**src/rtl/aes_word_stream_adapter.sv**
```systemverilog
// Word-serial front/back end for an AES-128 core: gathers key and plaintext beats,
// pulses the core start, then streams the ciphertext back out MSW first.
module aes_word_stream_adapter #(
  parameter int WORD_W         = 32,
  parameter int TIMEOUT_CYCLES = 64
) (
  input  logic              clk,
  input  logic              reset,
  input  logic              s_valid,
  output logic              s_ready,
  input  logic [WORD_W-1:0] s_data,
  input  logic              s_key_hold,
  output logic              m_valid,
  input  logic              m_ready,
  output logic [WORD_W-1:0] m_data,
  output logic              m_last,
  output logic [127:0]      core_datain,
  output logic [127:0]      core_key,
  output logic              core_enable,
  input  logic [127:0]      core_dataout,
  input  logic              core_done,
  output logic              busy,
  output logic              timeout
);
  localparam int BEATS = 128 / WORD_W;
  localparam int CNT_W = $clog2(BEATS + 1);
  localparam int WD_W  = $clog2(TIMEOUT_CYCLES + 1);
  localparam logic [CNT_W-1:0] LAST_BEAT = CNT_W'(BEATS - 1);
  localparam logic [WD_W-1:0]  WD_LAST   = WD_W'(TIMEOUT_CYCLES - 1);

  typedef enum logic [1:0] {
    ST_LOAD_KEY  = 2'd0,
    ST_LOAD_DATA = 2'd1,
    ST_RUN       = 2'd2,
    ST_DRAIN     = 2'd3
  } state_t;

  state_t           r_state, w_next;
  logic             r_active, r_key_valid, r_first_run;
  logic [CNT_W-1:0] r_cnt;
  logic [WD_W-1:0]  r_wd;
  logic [127:0]     r_key, r_data, r_result;
  logic             w_s_fire, w_m_fire, w_reuse_key, w_capture, w_last_beat;

  function automatic logic [127:0] shift_in(input logic [127:0] blk,
                                            input logic [WORD_W-1:0] word);
    return {blk[127-WORD_W:0], word};
  endfunction

  assign w_last_beat = (r_cnt == LAST_BEAT);
  assign w_s_fire    = s_valid & s_ready;
  assign w_m_fire    = m_valid & m_ready;
  assign m_data      = m_valid ? r_result[127 -: WORD_W] : '0;
  assign m_last      = m_valid & w_last_beat;
  assign busy        = (r_state == ST_RUN) || (r_state == ST_DRAIN);
  assign core_key    = r_key;
  assign core_datain = r_data;

  always_ff @(posedge clk or posedge reset) begin
    if (reset) r_state <= ST_LOAD_KEY;
    else       r_state <= w_next;
  end

  always_comb begin
    w_next      = r_state;
    s_ready     = 1'b0;
    m_valid     = 1'b0;
    core_enable = 1'b0;
    timeout     = 1'b0;
    w_reuse_key = 1'b0;
    w_capture   = 1'b0;
    case (r_state)
      ST_LOAD_KEY: begin
        // s_ready stays low until the first clock after reset release
        s_ready     = r_active;
        w_reuse_key = (r_cnt == '0) && s_key_hold && r_key_valid;
        if (s_valid && r_active && (w_reuse_key || w_last_beat)) w_next = ST_LOAD_DATA;
      end
      ST_LOAD_DATA: begin
        s_ready = 1'b1;
        if (s_valid && w_last_beat) w_next = ST_RUN;
      end
      ST_RUN: begin
        core_enable = r_first_run;
        if (!r_first_run) begin
          if (core_done) begin
            w_capture = 1'b1;
            w_next    = ST_DRAIN;
          end else if (r_wd == WD_LAST) begin
            timeout = 1'b1;
            w_next  = ST_LOAD_KEY;
          end
        end
      end
      ST_DRAIN: begin
        m_valid = 1'b1;
        if (m_ready && w_last_beat) w_next = ST_LOAD_KEY;
      end
      default: w_next = ST_LOAD_KEY;
    endcase
  end

  always_ff @(posedge clk or posedge reset) begin
    if (reset) begin
      r_active    <= 1'b0;
      r_key_valid <= 1'b0;
      r_first_run <= 1'b0;
      r_cnt       <= '0;
      r_wd        <= '0;
      r_key       <= '0;
      r_data      <= '0;
      r_result    <= '0;
    end else begin
      r_active <= 1'b1;
      case (r_state)
        ST_LOAD_KEY: begin
          if (w_s_fire) begin
            if (w_reuse_key) begin
              r_data <= shift_in(r_data, s_data);
              r_cnt  <= CNT_W'(1);
            end else begin
              r_key <= shift_in(r_key, s_data);
              if (w_last_beat) begin
                r_cnt       <= '0;
                r_key_valid <= 1'b1;
              end else begin
                r_cnt <= r_cnt + CNT_W'(1);
              end
            end
          end
        end
        ST_LOAD_DATA: begin
          if (w_s_fire) begin
            r_data <= shift_in(r_data, s_data);
            if (w_last_beat) begin
              r_cnt       <= '0;
              r_first_run <= 1'b1;
              r_wd        <= '0;
            end else begin
              r_cnt <= r_cnt + CNT_W'(1);
            end
          end
        end
        ST_RUN: begin
          r_first_run <= 1'b0;
          r_wd        <= r_wd + WD_W'(1);
          if (w_capture) r_result <= core_dataout;
        end
        ST_DRAIN: begin
          // result register shifts so the presented word is always the top slice
          if (w_m_fire) begin
            r_result <= r_result << WORD_W;
            r_cnt    <= w_last_beat ? '0 : r_cnt + CNT_W'(1);
          end
        end
        default: ;
      endcase
    end
  end
endmodule

```
**config.mk**
```make
export PLATFORM = sky130hd
export DESIGN_NAME = aes_word_stream_adapter
export DESIGN_NICKNAME = d
export VERILOG_FILES = /design/src/rtl/aes_word_stream_adapter.sv
export SDC_FILE = /design/constraint.sdc
export NUM_CORES = 1
export LEC_CHECK = 0
export ABC_AREA = 0
export BUFFER_PORTS_ARGS = -buffer_cell sky130_fd_sc_hd__buf_4
export CAP_MARGIN = 20
export CORE_MARGIN = 4
export CORE_UTILIZATION = 53
export DETAILED_ROUTE_END_ITERATION = 8
export GPL_ROUTABILITY_DRIVEN = 1
export HOLD_SLACK_MARGIN = 0.03
export PLACE_DENSITY = 0.78
export SLEW_MARGIN = 10
export SYNTH_ARGS = -nofsm -noshare
export SYNTH_HDL_FRONTEND = slang
export SYNTH_SLANG_ARGS = --single-unit
export TNS_END_PERCENT = 100
```
**constraint.sdc**
```tcl
create_clock -name clk -period 19.8 [get_ports clk]
set_input_delay 3.96 -clock clk [delete_from_list [all_inputs] [get_ports clk]]
set_output_delay 3.96 -clock clk [all_outputs]
set_load 0.03 [all_outputs]
```
==> results.sh <==
export IMPL_vias_per_cell=5.253
export IMPL_clockBufferDepth=3
export IMPL_hp_start="r_result[97]$_DFFE_PP0P_"
export IMPL_clkTransAtPathRegs_ps=50
export IMPL_ff2ff_path_depth=6
export IMPL_path_common_cell="buf_4"
export IMPL_ctsResizeCount=0
export IMPL_min_path_type="flip-flop to flip-flop"
export IMPL_grt_max_degree=174
export IMPL_drc=0
export IMPL_status="finished, final reports clean"
export IMPL_portBuffers=459
export IMPL_dieWidth_um=186.5
export IMPL_clk_latency_ps=530
export IMPL_grt_use_total_pct=23.84
export IMPL_vias=10690
export IMPL_firstDrtPassIters=4
export IMPL_ys_types=46
export IMPL_start_util_pct=53.66
export IMPL_ys_warn_count=0
export IMPL_r2r_start="r_state[0]$_DFFE_PP0P_"
export IMPL_place_ws_ps=10870
export IMPL_postRouteWirelength_mm=42.15
export IMPL_coreArea_um2=31470
export IMPL_min_path_cells=2
export IMPL_mappedNetlistNets=1328
export IMPL_pwr_density_cell_nw_per_um2=195.9
export IMPL_cts_buffers=43
export IMPL_worst_pin_slew_ps=987.3
export IMPL_post_drt_wl_per_cell_um=20.71
export IMPL_synth_seq_area_share_pct=59.12
export IMPL_maxSlewViolCount=0
export IMPL_pin_count=460
export IMPL_cts_tree="done"
export IMPL_regToRegSetupSlack_ps=16530
export IMPL_finalCriticalPeriod_ps=8934
export IMPL_fin_ws_ps=10870
export IMPL_fmax_ghz=0.1119
export IMPL_async_flop_share_pct=100.0
export IMPL_fillers=2196
export IMPL_drv_cap=0
export IMPL_hold_ws_ps=469.4
export IMPL_synth_edf_count=0
export IMPL_antenna_left=0
export IMPL_path_cells="buf_4, or4b_1, nor3_1, buf_4"
export IMPL_rows=65
export IMPL_whs_endpoint="r_result[97]$_DFFE_PP0P_"
export IMPL_postCtsSetupBuffers=0
export IMPL_root_buffer="clkbuf_16"
export IMPL_antenna_found_initial=3
export IMPL_critPathBufInv=2
export IMPL_hold_viol_final=0
export IMPL_place_congestion=0.8092
export IMPL_fin_cells=2035
export IMPL_die_area_um2=34780
export IMPL_leakagePower_nw=10.90
export IMPL_path_class="input port to output port"
export IMPL_slew_headroom_pct=34.18
export IMPL_crit_path_max_fanout=4
export IMPL_rsz0062_at_grt="no"
export IMPL_htreeDepth=2
export IMPL_irDropWorstVdd_uv=84.62
export IMPL_postSynthCellCount=1159
export IMPL_start_kind="input port"
export IMPL_r2r_end="r_result[48]$_DFFE_PP0P_"
export IMPL_grt_pass1_vias=11268
export IMPL_layout_common_cells="buf_4 (471), dfrtp_1 (399), mux2_2 (146), mux2_4 (111), nand2_1 (106)"
export IMPL_mappedNetlistArea_um2=16890
export IMPL_final_common_cell="buf_4"
export IMPL_final_period_utilization_pct=45.12
export IMPL_final_setup_skew_ps=14.34
export IMPL_setup_viol=0
export IMPL_synthFlopType="dfrtp_1"
export IMPL_nets=1769
export IMPL_dp_hpwl_mm=29.87
export IMPL_die_h_um=186.5
export IMPL_cts_sinks=399
export IMPL_placed_cells=1956
export IMPL_cts_hold_buf=0
export IMPL_area_growth_pct=28.02
export IMPL_final_setup_tns_ps=0
export IMPL_synth_area_per_cell_um2=14.57
export IMPL_crit_arrival_ps=4970
export IMPL_end_kind="output port"
export IMPL_cpPeakStageDelay_ps=540
export IMPL_layout_drive_gt1_share_pct=49.66
export IMPL_synth_seq_cells=399
export IMPL_critPathSlowestCell="or4b_1"
export IMPL_grt_pass1_wl_mm=66.88
export IMPL_critPathTopFamily="simple AND/OR/NAND/NOR gates"
export IMPL_drt_initial_drc_count=440
export IMPL_required_ps=15840
export IMPL_grt_overflow=0
-- logic make-up (layout without fill, tap and decap cells) --
kind of cell    Yosys count  count (layout)  share of synthesized area (%)
compound gates          144             144                          5.194
simple gates            170             170                          4.979
flops                   399             399                          59.12
mux                     354             354                          25.35
xor+xnor                  4               4                         0.2074
fa+ha+maj                 3               3                         0.2223
buf+inv                  84             556                          4.897
other cells               1               3                        0.02221
-- routing by layer --
layer	up-vias	GRT usage (%)	routed length, µm
met5	-	0	13
met4	2	7.281	1151
met3	81	7.557	3378
met2	360	39.77	20550
met1	5276	30.11	17050
li1	4971	-	-
-- how the worst max path moves through the flow --
| stage | endpoint | cells past startpoint | slack (ps) | start |
|---|---|---|---|---|
| detailed placement | timeout | 4 | 10870 | core_done |
| global placement | timeout | 4 | 10840 | core_done |
| floorplan | core_datain[0]$_DFFE_PP0P_ | 1 | 4740 | reset |
| global route | timeout | 4 | 10790 | core_done |
| finish | timeout | 4 | 10870 | core_done |
| CTS | timeout | 4 | 10850 | core_done |
-- sequential cells by signal, indices dropped and copies added (netlist names) --
signal,cells
r_first_run,1
r_result,128
core_datain,128
core_key,128
r_wd,7
r_cnt,3
r_state,2
r_active,1
r_key_valid,1
-- where the power goes --
| part | internal, W | switching [W] | leakage [nW] |
|---|---|---|---|
| registers | 0.00121 | 0.000287 | 4.93 |
| clock network | 0.000475 | 0.000314 | 0.698 |
| logic | 0.000847 | 0.00110 | 5.27 |
-- area by class of cell --
type | instances | area [µm²] | share of cell area [%]
tap | 402 | 503.0 | 2.327
antenna | 2 | 5.005 | 0.02315
clock buffer | 63 | 1284 | 5.938
sequential | 399 | 9985 | 46.18
inverter | 7 | 36.28 | 0.1678
multi-input combinational | 676 | 6098 | 28.21
clock inverter | 13 | 125.1 | 0.5787
timing repair buffer | 473 | 3583 | 16.58
-- synth_stat cells (all sizes together) (2+ instances only) --
cell / n / area (µm²)
nor2: 8 / 37.54
nand4: 4 / 25.02
xor2: 4 / 35.03
nand3: 3 / 15.01
o21a: 2 / 15.01
buf: 59 / 733.2
inv: 7 / 26.28
and2b: 2 / 16.27
nand2: 107 / 409.1
mux2i: 97 / 970.9
nor3b: 2 / 25.02
nand3b: 2 / 27.53
dfrtp: 399 / 9985
and3: 34 / 212.7
a22o: 32 / 280.3
o21ai: 102 / 525.5
a21oi: 3 / 15.01
mux2: 257 / 3311
and2: 2 / 15.02
ha: 3 / 37.54
clkbuf: 18 / 67.56
-- tightest hold or removal path, delay by kind of cell (launching register included) --
| family | cells | cell delay (ps) |
|---|---|---|
| AOI/OAI and AO/OA | 1 | 60 |
| and+or+nand+nor | 1 | 40 |
| DFF | 1 | 330 |
-- per-stage QoR --
stage	instance area (µm²)	utilization, %	total power, W
after detailed placement	20180	64.11	0.003465
after floorplan	16890	-	0.002790
after global routing	21620	68.69	0.004457
after global placement	20180	64.11	0.003404
after CTS	21590	68.59	0.004269
final	21620	68.69	0.004236
Power figures use the tool's default switching activity.
